<file path="src/rtl/hazard_ctrl_if.sv">
// Bundle of pipeline-side signals exchanged with hazard_ctrl.
// HAZARD_PERF_CNT_EN adds perf_clr and the two performance counters.
interface hazard_ctrl_if;
  logic [4:0] rs1_d;
  logic [4:0] rs2_d;
  logic       uses_rs2_d;
  logic [4:0] rs1_e;
  logic [4:0] rs2_e;
  logic [4:0] rd_e;
  logic       regwrite_e;
  logic       load_e;
  logic [4:0] rd_m;
  logic       regwrite_m;
  logic [4:0] rd_w;
  logic       regwrite_w;
  logic       branch_taken_e;
  logic       jal_e;
  logic       jalr_e;
  logic       stall_f;
  logic       stall_d;
  logic       flush_d;
  logic       flush_e;
  logic [1:0] forward_a_e;
  logic [1:0] forward_b_e;
  logic [1:0] forward_a_dec;
  logic [1:0] forward_b_dec;
  logic       busy;
`ifdef HAZARD_PERF_CNT_EN
  logic        perf_clr;
  logic [31:0] stall_cycles;
  logic [31:0] flush_events;
`endif

  modport master (
    output rs1_d, rs2_d, uses_rs2_d, rs1_e, rs2_e, rd_e, regwrite_e, load_e,
    output rd_m, regwrite_m, rd_w, regwrite_w, branch_taken_e, jal_e, jalr_e,
`ifdef HAZARD_PERF_CNT_EN
    output perf_clr,
    input  stall_cycles, flush_events,
`endif
    input  stall_f, stall_d, flush_d, flush_e, busy,
    input  forward_a_e, forward_b_e, forward_a_dec, forward_b_dec
  );

  modport slave (
    input  rs1_d, rs2_d, uses_rs2_d, rs1_e, rs2_e, rd_e, regwrite_e, load_e,
    input  rd_m, regwrite_m, rd_w, regwrite_w, branch_taken_e, jal_e, jalr_e,
`ifdef HAZARD_PERF_CNT_EN
    input  perf_clr,
    output stall_cycles, flush_events,
`endif
    output stall_f, stall_d, flush_d, flush_e, busy,
    output forward_a_e, forward_b_e, forward_a_dec, forward_b_dec
  );
endinterface

</file>
<file path="src/rtl/hazard_ctrl.sv">
// RV32I 5-stage hazard controller: load-use stalls, redirect flushes, forwarding selects.
// Optional HAZARD_PERF_CNT_EN adds saturating stall/flush performance counters.
module hazard_ctrl #(
  parameter int unsigned LOAD_STALLS      = 1,
  parameter int unsigned REDIRECT_BUBBLES = 2
) (
  input  logic            clk,
  input  logic            rst,
  hazard_ctrl_if.slave    hz
);

  typedef enum logic [1:0] {StRun, StLdStall, StRedir} state_e;

  localparam logic [2:0] LdCnt    = 3'(LOAD_STALLS - 1);
  localparam logic [2:0] RedirCnt = 3'(REDIRECT_BUBBLES - 1);

  state_e     state_q, state_d;
  logic [2:0] cnt_q, cnt_d;
  logic       stall_c, flush_d_c, flush_e_c;
  logic       redirect, lu_hazard;

  assign redirect  = hz.branch_taken_e | hz.jal_e | hz.jalr_e;
  assign lu_hazard = hz.load_e && hz.regwrite_e && (hz.rd_e != 5'd0) &&
                     ((hz.rd_e == hz.rs1_d) || (hz.uses_rs2_d && (hz.rd_e == hz.rs2_d)));

  always_comb begin
    state_d   = state_q;
    cnt_d     = cnt_q;
    stall_c   = 1'b0;
    flush_d_c = 1'b0;
    flush_e_c = 1'b0;
    unique case (state_q)
      StRun, StLdStall: begin
        if (redirect) begin
          // Redirect beats any load-use stall, including one already in progress.
          flush_d_c = 1'b1;
          flush_e_c = 1'b1;
          if (REDIRECT_BUBBLES > 1) begin
            state_d = StRedir;
            cnt_d   = RedirCnt;
          end else begin
            state_d = StRun;
            cnt_d   = 3'd0;
          end
        end else if (state_q == StLdStall) begin
          stall_c   = 1'b1;
          flush_e_c = 1'b1;
          cnt_d     = cnt_q - 3'd1;
          if (cnt_q == 3'd1) state_d = StRun;
        end else if (lu_hazard) begin
          stall_c   = 1'b1;
          flush_e_c = 1'b1;
          if (LOAD_STALLS > 1) begin
            state_d = StLdStall;
            cnt_d   = LdCnt;
          end
        end
      end
      StRedir: begin
        flush_d_c = 1'b1;
        if (redirect) begin
          flush_e_c = 1'b1;
          cnt_d     = RedirCnt;
        end else if (cnt_q == 3'd1) begin
          state_d = StRun;
          cnt_d   = 3'd0;
        end else begin
          cnt_d = cnt_q - 3'd1;
        end
      end
      default: begin
        state_d = StRun;
        cnt_d   = 3'd0;
      end
    endcase
  end

  always_ff @(posedge clk or negedge rst) begin
    if (!rst) begin
      state_q <= StRun;
      cnt_q   <= 3'd0;
    end else begin
      state_q <= state_d;
      cnt_q   <= cnt_d;
    end
  end

  function automatic logic [1:0] fwd_e(input logic [4:0] rs, input logic wm, input logic [4:0] rdm,
                                       input logic ww, input logic [4:0] rdw);
    if (wm && (rdm != 5'd0) && (rdm == rs))      return 2'b10;
    else if (ww && (rdw != 5'd0) && (rdw == rs)) return 2'b01;
    else                                         return 2'b00;
  endfunction

  logic wb_hit_a, wb_hit_b;
  assign wb_hit_a = hz.regwrite_w && (hz.rd_w != 5'd0) && (hz.rd_w == hz.rs1_d);
  assign wb_hit_b = hz.regwrite_w && (hz.rd_w != 5'd0) && (hz.rd_w == hz.rs2_d);

  // Every output is forced low while reset is held, including the combinational paths.
  assign hz.stall_f       = rst & stall_c;
  assign hz.stall_d       = rst & stall_c;
  assign hz.flush_d       = rst & flush_d_c;
  assign hz.flush_e       = rst & flush_e_c;
  assign hz.busy          = rst & (state_q != StRun);
  assign hz.forward_a_e   = {2{rst}} & fwd_e(hz.rs1_e, hz.regwrite_m, hz.rd_m,
                                             hz.regwrite_w, hz.rd_w);
  assign hz.forward_b_e   = {2{rst}} & fwd_e(hz.rs2_e, hz.regwrite_m, hz.rd_m,
                                             hz.regwrite_w, hz.rd_w);
  assign hz.forward_a_dec = {1'b0, rst & wb_hit_a};
  assign hz.forward_b_dec = {1'b0, rst & wb_hit_b};

`ifdef HAZARD_PERF_CNT_EN
  logic [31:0] stall_cycles_q, stall_cycles_d;
  logic [31:0] flush_events_q, flush_events_d;

  always_comb begin
    stall_cycles_d = stall_cycles_q;
    flush_events_d = flush_events_q;
    if (hz.perf_clr) begin
      stall_cycles_d = 32'd0;
      flush_events_d = 32'd0;
    end else begin
      if (stall_c && (stall_cycles_q != 32'hFFFF_FFFF)) stall_cycles_d = stall_cycles_q + 32'd1;
      if (redirect && (flush_events_q != 32'hFFFF_FFFF)) flush_events_d = flush_events_q + 32'd1;
    end
  end

  always_ff @(posedge clk or negedge rst) begin
    if (!rst) begin
      stall_cycles_q <= 32'd0;
      flush_events_q <= 32'd0;
    end else begin
      stall_cycles_q <= stall_cycles_d;
      flush_events_q <= flush_events_d;
    end
  end

  assign hz.stall_cycles = stall_cycles_q;
  assign hz.flush_events = flush_events_q;
`endif

endmodule

</file>
<file path="src/flat_wrapper.sv">
// flat-port wrapper written by rule: the top's interface ports become plain ports
module hazard_ctrl_flat 
#(
  parameter int unsigned LOAD_STALLS      = 1,
  parameter int unsigned REDIRECT_BUBBLES = 2
)
  (clk, rst, hz_rs1_d, hz_rs2_d, hz_uses_rs2_d, hz_rs1_e, hz_rs2_e, hz_rd_e, hz_regwrite_e, hz_load_e, hz_rd_m, hz_regwrite_m, hz_rd_w, hz_regwrite_w, hz_branch_taken_e, hz_jal_e, hz_jalr_e, hz_stall_f, hz_stall_d, hz_flush_d, hz_flush_e, hz_busy, hz_forward_a_e, hz_forward_b_e, hz_forward_a_dec, hz_forward_b_dec);
  hazard_ctrl_if hz_i ();
  input  logic clk;
  input  logic rst;
  input wire logic [$bits(hz_i.rs1_d)-1:0] hz_rs1_d;
  input wire logic [$bits(hz_i.rs2_d)-1:0] hz_rs2_d;
  input wire logic [$bits(hz_i.uses_rs2_d)-1:0] hz_uses_rs2_d;
  input wire logic [$bits(hz_i.rs1_e)-1:0] hz_rs1_e;
  input wire logic [$bits(hz_i.rs2_e)-1:0] hz_rs2_e;
  input wire logic [$bits(hz_i.rd_e)-1:0] hz_rd_e;
  input wire logic [$bits(hz_i.regwrite_e)-1:0] hz_regwrite_e;
  input wire logic [$bits(hz_i.load_e)-1:0] hz_load_e;
  input wire logic [$bits(hz_i.rd_m)-1:0] hz_rd_m;
  input wire logic [$bits(hz_i.regwrite_m)-1:0] hz_regwrite_m;
  input wire logic [$bits(hz_i.rd_w)-1:0] hz_rd_w;
  input wire logic [$bits(hz_i.regwrite_w)-1:0] hz_regwrite_w;
  input wire logic [$bits(hz_i.branch_taken_e)-1:0] hz_branch_taken_e;
  input wire logic [$bits(hz_i.jal_e)-1:0] hz_jal_e;
  input wire logic [$bits(hz_i.jalr_e)-1:0] hz_jalr_e;
  output wire logic [$bits(hz_i.stall_f)-1:0] hz_stall_f;
  output wire logic [$bits(hz_i.stall_d)-1:0] hz_stall_d;
  output wire logic [$bits(hz_i.flush_d)-1:0] hz_flush_d;
  output wire logic [$bits(hz_i.flush_e)-1:0] hz_flush_e;
  output wire logic [$bits(hz_i.busy)-1:0] hz_busy;
  output wire logic [$bits(hz_i.forward_a_e)-1:0] hz_forward_a_e;
  output wire logic [$bits(hz_i.forward_b_e)-1:0] hz_forward_b_e;
  output wire logic [$bits(hz_i.forward_a_dec)-1:0] hz_forward_a_dec;
  output wire logic [$bits(hz_i.forward_b_dec)-1:0] hz_forward_b_dec;
  assign hz_i.rs1_d = hz_rs1_d;
  assign hz_i.rs2_d = hz_rs2_d;
  assign hz_i.uses_rs2_d = hz_uses_rs2_d;
  assign hz_i.rs1_e = hz_rs1_e;
  assign hz_i.rs2_e = hz_rs2_e;
  assign hz_i.rd_e = hz_rd_e;
  assign hz_i.regwrite_e = hz_regwrite_e;
  assign hz_i.load_e = hz_load_e;
  assign hz_i.rd_m = hz_rd_m;
  assign hz_i.regwrite_m = hz_regwrite_m;
  assign hz_i.rd_w = hz_rd_w;
  assign hz_i.regwrite_w = hz_regwrite_w;
  assign hz_i.branch_taken_e = hz_branch_taken_e;
  assign hz_i.jal_e = hz_jal_e;
  assign hz_i.jalr_e = hz_jalr_e;
  assign hz_stall_f = hz_i.stall_f;
  assign hz_stall_d = hz_i.stall_d;
  assign hz_flush_d = hz_i.flush_d;
  assign hz_flush_e = hz_i.flush_e;
  assign hz_busy = hz_i.busy;
  assign hz_forward_a_e = hz_i.forward_a_e;
  assign hz_forward_b_e = hz_i.forward_b_e;
  assign hz_forward_a_dec = hz_i.forward_a_dec;
  assign hz_forward_b_dec = hz_i.forward_b_dec;
  hazard_ctrl #(.LOAD_STALLS(LOAD_STALLS), .REDIRECT_BUBBLES(REDIRECT_BUBBLES)) u_core (.clk(clk), .rst(rst), .hz(hz_i));
endmodule
</file>
<file path="config.mk">
export PLATFORM = sky130hd
export DESIGN_NAME = hazard_ctrl_flat
export DESIGN_NICKNAME = d
export VERILOG_FILES = /design/src/rtl/hazard_ctrl_if.sv /design/src/rtl/hazard_ctrl.sv /design/src/flat_wrapper.sv
export SDC_FILE = /design/constraint.sdc
export NUM_CORES = 1
export LEC_CHECK = 0
export CAP_MARGIN = 30
export CORE_MARGIN = 8
export CORE_UTILIZATION = 35
export CTS_BUF_LIST = sky130_fd_sc_hd__clkbuf_4 sky130_fd_sc_hd__clkbuf_8
export CTS_CLUSTER_SIZE = 25
export DETAILED_ROUTE_END_ITERATION = 6
export GPL_TIMING_DRIVEN = 0
export HOLD_SLACK_MARGIN = 0.08
export PLACE_DENSITY = 0.79
export SYNTH_ARGS = -nofsm -noshare
export SYNTH_HDL_FRONTEND = slang
export SYNTH_SLANG_ARGS = --single-unit
</file>
<file path="constraint.sdc">
create_clock -name clk -period 1.2 [get_ports clk]
set_input_delay 0.12 -clock clk [delete_from_list [all_inputs] [get_ports clk]]
set_output_delay 0.12 -clock clk [all_outputs]
set_load 0.05 [all_outputs]
</file>
==> results of run 1 <==
-- power groups by stage --
stage / combinational, mW / sequential [mW] / clock [mW]
global route: 0.639 / 0.175 / 0.244
detailed placement: 0.494 / 0.176 / 0
floorplan: 0.276 / 0.176 / 0
CTS: 0.549 / 0.174 / 0.225
finish: 0.603 / 0.175 / 0.230
global placement: 0.486 / 0.176 / 0
-- metal layers --
metal	wire length, um	share of wire	global-route usage
met2	2190	0.52	0.320
met4	97	0.023	0.0512
met1	1550	0.37	0.181
met5	0	0	0
met3	336	0.081	0.0360
-- flip-flops by register name (all words and copies together), names as in the netlist --
| register | flops |
|---|---|
| u_core.state_q | 2 |
| u_core.cnt_q | 3 |
-- per-stage QoR --
stage | util | area (sq um) | hold slack (ns) | worst slack, ns
2_1_floorplan | - | 1130 | -0.176 | -0.466
3_3_place_gp | 0.628 | 1670 | 0.515 | -1.63
3_5_place_dp | 0.628 | 1670 | 0.518 | -1.64
4_1_cts | 0.734 | 1960 | 0.371 | -0.411
5_1_grt | 0.772 | 2060 | 0.383 | -0.463
6_report | 0.772 | 2060 | 0.371 | -0.430
-- logic make-up (layout without fill, tap and decap cells) --
group,count (synthesis),count (layout),synth area share
compound gates,19,19,0.132
buf+inv,13,84,0.0804
xor+xnor,40,40,0.369
flops,5,5,0.132
simple gates,40,40,0.257
fa+ha+maj,2,2,0.0263
other cells,1,2,0.00395
-- what timing repair did --
item | 4_1_cts | 5_1_grt
hold buffers | 1 | 0
setup endpoints to repair | 14 | 14
pin swaps | 34 | 29
resized for setup | 208 | 40
endpoints found under the hold margin | 5 | 0
buffers inserted | 12 | 7
-- area by class of cell --
type	instances	area share
inverter	3	0.0116
sequential	5	0.0615
buffer	10	0.0627
timing repair buffer	67	0.292
clock buffer	4	0.0146
tap	31	0.0189
multi-input combinational	103	0.539
-- cells in the final DEF, fill, tap and decap left out, types with 3 or more instances in the layout --
| cell type | Yosys | routed |
|---|---|---|
| buf_8 | 0 | 10 |
| dfrtp_1 | 5 | 4 |
| nor4_4 | 0 | 6 |
| clkbuf_2 | 0 | 5 |
| xnor2_1 | 13 | 8 |
| a21oi_1 | 5 | 3 |
| o21ai_4 | 0 | 3 |
| xor2_1 | 27 | 23 |
| xnor2_2 | 0 | 5 |
| xor2_2 | 0 | 4 |
| buf_4 | 7 | 18 |
| or4_4 | 0 | 4 |
| nand3_2 | 0 | 3 |
| buf_2 | 1 | 8 |
| dlygate4sd2_1 | 0 | 13 |
| clkbuf_4 | 0 | 4 |
| clkdlybuf4s50_1 | 0 | 3 |
| buf_6 | 0 | 15 |
-- worst max-delay path, stage by stage, from the launching register on --
cell and delay [ns]:
dfrtp_1 0.39, buf_8 0.14, clkinv_8 0.04, and3_4 0.20, nand2_4 0.06, o21ai_4 0.18
buf_6 0.13, buf_8 0.13
-- worst max path at each step --
stage	startpoint	to	slack (ns)	cells past startpoint
floorplan	hz_rd_m[0]	hz_forward_a_e[0]	-0.47	4
global placement	rst	hz_forward_a_e[0]	-1.63	5
detailed placement	rst	hz_forward_b_e[0]	-1.64	5
CTS	hz_rd_m[4]	hz_forward_b_e[0]	-0.41	6
global route	u_core.state_q[1]$_DFFE_PN0P_	hz_stall_f	-0.46	7
finish	u_core.state_q[1]$_DFFE_PN0P_	hz_stall_f	-0.43	7
==> impl_results.md, run 1 <==
* Nature of the critical path endpoint: primary output
* Worst reg2reg endpoint: u_core.cnt_q[2]$_DFFE_PN0P_
* Worst setup margin at -0.430 ns
* Layout cells sized above 1 at 0.604
* Post-route clock skew at 0.00267 ns
* Routed wire length per instance at 18.7 um
* I/O Pins at 58
* Antenna Nets Post-Route at 0
* Post-synth EDFFs at 0
* Die area at 4640 sq um
* DP Wirelength at 2760 um
* Non-filler cells, final at 223
* Register Area at 126 sq um
* Pwr Density at 490 nW/um^2
* FF-to-FF Start: u_core.state_q[1]$_DFFE_PN0P_
* Worst hold path endpoint: u_core.cnt_q[2]$_DFFE_PN0P_
* Clock Sink Count at 5
* Crit-path max FO at 3
* Std cell rows at 19
* Fin. Hold Viols at 0
* Max-slew violations at 0
* Die W at 68.1 um
* RD Place Congestion at 0.888
* CTS max path bufs at 2
* Most common flop cell mapped by yosys: dfrtp_1
* Initial drt markers at 43
* GRT Total Usage at 0.169
* Placed Cells at 202
* RSZ-0062 raised after global routing: yes
* Core footprint at 2660 sq um
* CP Data Required Time at 1.08 ns
* Synth warnings at 0
* Cell Area, Synth at 950 sq um
* Startpoint Class: register
* WHS Path Cells at 3
* Average cell area after synthesis at 7.91 sq um
* Chip height at 68.1 um
* Worst EP arrival at 1.51 ns
* Largest cells by area after synthesis: xor2_1, dfrtp_1, xnor2_1
* Comb power frac at 0.598
* Vias in the first global route at 1316
* Starting Density at 0.357
* Fin Setup TNS at -3.56 ns
* Layout area overhead at 116%
* Flop pwr share at 0.174
* Via count at 1158
* Synth top area share at 0.249
* P_leak at 0.879 nW
* Cell internal pwr at 0.614 mW
* Grt total ovfl at 0
* Maximum number of pins on one net before global-route repair at 11
* Synth area leader: xor2_1
* Initial antenna violation count at 0
* Worst-path clk slew at 0.05 ns
* Seq cells post-synth at 5
* Clk_lat worst skew at 0.25 ns
* Flop2flop setup slack at -0.05 ns
* Power share of the clock group at 0.228
* Mapped Cells at 120
* Drt total wl at 4170 um
* Via/cell ratio at 5.19
* Port bufs at 50
* Max-Cap Viols at 0
* Crit path time final at 1.63 ns
* Outcome: finished with violations
* TritonCTS clock tree: yes
* Final #Nets at 240
* Final setup fails at 14
* CP Class: reg2out
* Asr flop ratio synth at 1.00
* First-pass GRT wire length at 6190 um
* Hold WC Path Type: in2reg
* HP Start: hz_jalr_e
* Seq/Total Area, Yosys at 0.132
* First-pass DRT Iterations at 4
* Fin crit share at 1.36
* H-tree Lvls at 1
* TritonCTS Buffers at 3
* Switching power at 0.394 mW
* Synth cell count leaders: xor2_1, xnor2_1, buf_4
* Netlist cell types at 35
* Max VDD drop at 0.690 mV
* Antenna cells at 0
* # fillers at 167
* Worst reg2reg path depth at 6
* Root Driver: clkbuf_4
* Fmax at 614 MHz
* Sw frac at 0.391
* Most frequent cell after synthesis: xor2_1
* Pwr Total at 1.01 mW
* Area of the multi-input gates at 1110 sq um
* Failing checks: setup timing
* Residual DRC at 0
(Power assumes the default switching activity.)
==> run 2, diff against run 1 <==
--- a/config.mk
+++ b/config.mk
@@ -7,13 +7,13 @@
 export LEC_CHECK = 0
 export CAP_MARGIN = 30
 export CORE_MARGIN = 8
-export CORE_UTILIZATION = 35
-export CTS_BUF_LIST = sky130_fd_sc_hd__clkbuf_4 sky130_fd_sc_hd__clkbuf_8
+export CORE_UTILIZATION = 34
+export CTS_BUF_LIST = sky130_fd_sc_hd__clkbuf_16
 export CTS_CLUSTER_SIZE = 25
 export DETAILED_ROUTE_END_ITERATION = 6
 export GPL_TIMING_DRIVEN = 0
 export HOLD_SLACK_MARGIN = 0.08
-export PLACE_DENSITY = 0.79
+export PLACE_DENSITY = 0.77
 export SYNTH_ARGS = -nofsm -noshare
 export SYNTH_HDL_FRONTEND = slang
 export SYNTH_SLANG_ARGS = --single-unit
==> run 2 against run 1 <==
Net effect:
- the run still ends with setup timing left
- routed wire length up 0.48%
- die area up 2.2%
- setup slack better by 0.040 ns
- combinational power up 0.8%
- sequential share of layout area down 0.43 points
- largest power group unchanged
==> impl_results.md, run 2 (synthesis results as in run 1) <==
* Vias in the first global route at 1219 (-7.4%)
* P_leak at 0.944 nW (+7.5%)
* Worst-path clk slew at 0.03 ns (-0.02 ns)
* Biggest regs: u_core.cnt_q: 3 flops, u_core.state_q: 2 flops
* Clock Sink Count at 5 (unchanged)
* Most common cell after layout, fill and taps aside: xor2_1
* Buf/Inv on CP at 2 (-2)
* Max-Cap Viols at 0 (unchanged)
* I/O Pins at 58 (unchanged)
* Non-filler cells, final at 229 (+2.7%)
* FF-to-FF Start: u_core.state_q[1]$_DFFE_PN0P_
* Flop2flop setup slack at -0.09 ns (-0.04 ns)
* Layout area overhead at 131%
* Drt total wl at 4190 um (+0.48%)
* Root Driver: clkbuf_16
* Grt total ovfl at 0 (unchanged)
* Die W at 68.9 um (+1.1%)
* Max-slew violations at 0 (unchanged)
* Crit-path max FO at 2 (-1)
* RSZ-0062 raised after global routing: yes
* CP Data Required Time at 1.08 ns (about the same)
* Hold_ws at 0.443 ns (+0.0715 ns)
* Routed wire length per instance at 18.3 um (-2.2%)
* Outcome: finished with violations
* Cell area after placement at 1670 sq um (unchanged)
* Hold WC Path Type: in2async
* Crit path time final at 1.59 ns (-0.0397 ns)
* CP Class: in2out
* Crit-path cells: buf_8 > or4_4 > o21ai_4 > nor4_4 > nor4_4 > buf_6
* TritonCTS Buffers at 3 (unchanged)
* Critical path origin: hz_rd_m[4]
* CP endpoint: hz_forward_b_e[0]
* Slowest cell on crit path: or4_4
* Antenna cells at 0 (unchanged)
* Biggest register: u_core.cnt_q
* Placed Cells at 202 (unchanged)
* Maximum number of pins on one net before global-route repair at 11 (unchanged)
* Failing checks: setup timing
* RD Place Congestion at 0.862 (-2.9%)
* Most frequent cells in the layout: xor2_1, buf_6, buf_4
* Worst EP arrival at 1.47 ns (-0.04 ns)
* Port bufs at 50 (unchanged)
* Max stage delay on crit path at 0.54 ns (+0.15 ns)
* DP Wirelength at 2740 um (-0.93%)
* CTS max path bufs at 2 (unchanged)
* Antenna Nets Post-Route at 0 (unchanged)
* Worst reg2reg endpoint: u_core.cnt_q[2]$_DFFE_PN0P_
* Fin. Hold Viols at 0 (unchanged)
* GRT Total Usage at 0.162 (-0.00627)
* First-pass DRT Iterations at 4 (unchanged)
* Max VDD drop at 0.917 mV (+33%)
* Fmax at 629 MHz (+2.5%)
* Startpoint Class: input port
* Via/cell ratio at 5.11 (-1.5%)
* Std cell rows at 19 (unchanged)
* CP Depth at 6 (-1)
* Fin crit share at 1.32 (-0.0331)
* Initial antenna violation count at 0 (unchanged)
* Family with the most delay on the worst path: simple AND/OR/NAND/NOR gates
* Critical path's most frequent cell: nor4_4
* Die area at 4740 sq um (+2.2%)
* Via count at 1171 (+1.1%)
* Post-route clock skew at 0.00102 ns (-0.00166 ns)
* Clk_lat worst skew at 0.23 ns (-0.02 ns)
* H-tree Lvls at 1 (unchanged)
* Nature of the critical path endpoint: primary output
* Design area at 2190 sq um (+6.5%)
* Worst setup margin at -0.390 ns (+0.0397 ns)
* Worst reg2reg path depth at 7 (+1)
* Initial drt markers at 37 (-14%)
* Final setup fails at 14 (unchanged)
* Starting Density at 0.350 (-0.00626)
* TritonCTS clock tree: yes
* Max FFs per register at 3 (unchanged)
* Core footprint at 2710 sq um (+1.8%)
* Pwr Density at 608 nW/um^2 (+24%)
* Final #Nets at 246 (+2.5%)
* # fillers at 155 (-7.2%)
* Residual DRC at 0 (unchanged)
* First-pass GRT wire length at 5850 um (-5.5%)
* Chip height at 68.9 um (+1.1%)
* Layout cells sized above 1 at 0.606 (+0.00189)
* Worst slack, placed at -1.66 ns (-0.0250 ns)
## run 2: changes by cell type in the layout (fill, tap and decap cells not counted), sizes merged
cell | before | now
clkinv | 1 | 0
dlymetal6s2s | 1 | 0
buf | 52 | 62
inv | 2 | 4
clkbuf | 9 | 3
clkdlybuf4s15 | 2 | 3
dlygate4sd2 | 13 | 14
## run 2: worst min path at each step
stage	cells past startpoint	endpoint	startpoint
finish	2	u_core.state_q[0]$_DFFE_PN0P_	rst
global route	2	u_core.state_q[0]$_DFFE_PN0P_	rst
CTS	3	u_core.cnt_q[2]$_DFFE_PN0P_	hz_jal_e
detailed placement	1	u_core.cnt_q[2]$_DFFE_PN0P_	rst
global placement	1	u_core.state_q[0]$_DFFE_PN0P_	rst
floorplan	0	u_core.cnt_q[0]$_DFFE_PN0P_	rst
## run 2: worst reg2reg max path, delay by kind of cell, from the launching register on
kind | cells | cell delay [ns]
DFF | 1 | 0.37
buffers and inverters | 3 | 0.37
and+or+nand+nor | 2 | 0.26
AOI/OAI and AO/OA | 2 | 0.20
## run 2: repair_timing
item | in CTS | in global routing
pin swaps | 35 | 21
hold buffers | 1 | 0
endpoints found under the setup margin | 14 | 14
endpoints found under the hold margin | 5 | 0
resized for setup | 222 | 38
setup buffers | 10 | 14
## run 2: cell type report
cell class | instances | area, sq um | share of cell area
Multi-Input combinational cell | 103 | 1120 | 0.512
Timing Repair Buffer | 73 | 673 | 0.307
Buffer | 10 | 134 | 0.0611
Sequential cell | 5 | 125 | 0.0571
Clock buffer | 3 | 75.1 | 0.0343
Tap cell | 31 | 38.8 | 0.0177
Inverter | 3 | 18.8 | 0.00857
Clock inverter | 1 | 3.75 | 0.00171
## run 2: power breakdown
group          internal (mW)  switching (mW)
clock                  0.432           0.116
combinational          0.302           0.306
sequential             0.172         0.00239
## run 2: stage by stage
| step | util | setup TNS [ns] | power, mW |
|---|---|---|---|
| after floorplan | - | -1.81 | 0.452 |
| after global placement | 0.617 | -15.03 | 0.664 |
| after detailed placement | 0.617 | -15.42 | 0.671 |
| after CTS | 0.729 | -3.13 | 1.28 |
| after global routing | 0.808 | -3.75 | 1.39 |
| final | 0.808 | -3.18 | 1.33 |
## run 2: layer usage
metal / up-vias / track usage / routed length (um)
li1: 564 / - / -
met1: 549 / 0.170 / 1510
met2: 52 / 0.305 / 2230
met3: 6 / 0.0388 / 392
met4: 0 / 0.0602 / 54
met5: - / 0 / 0
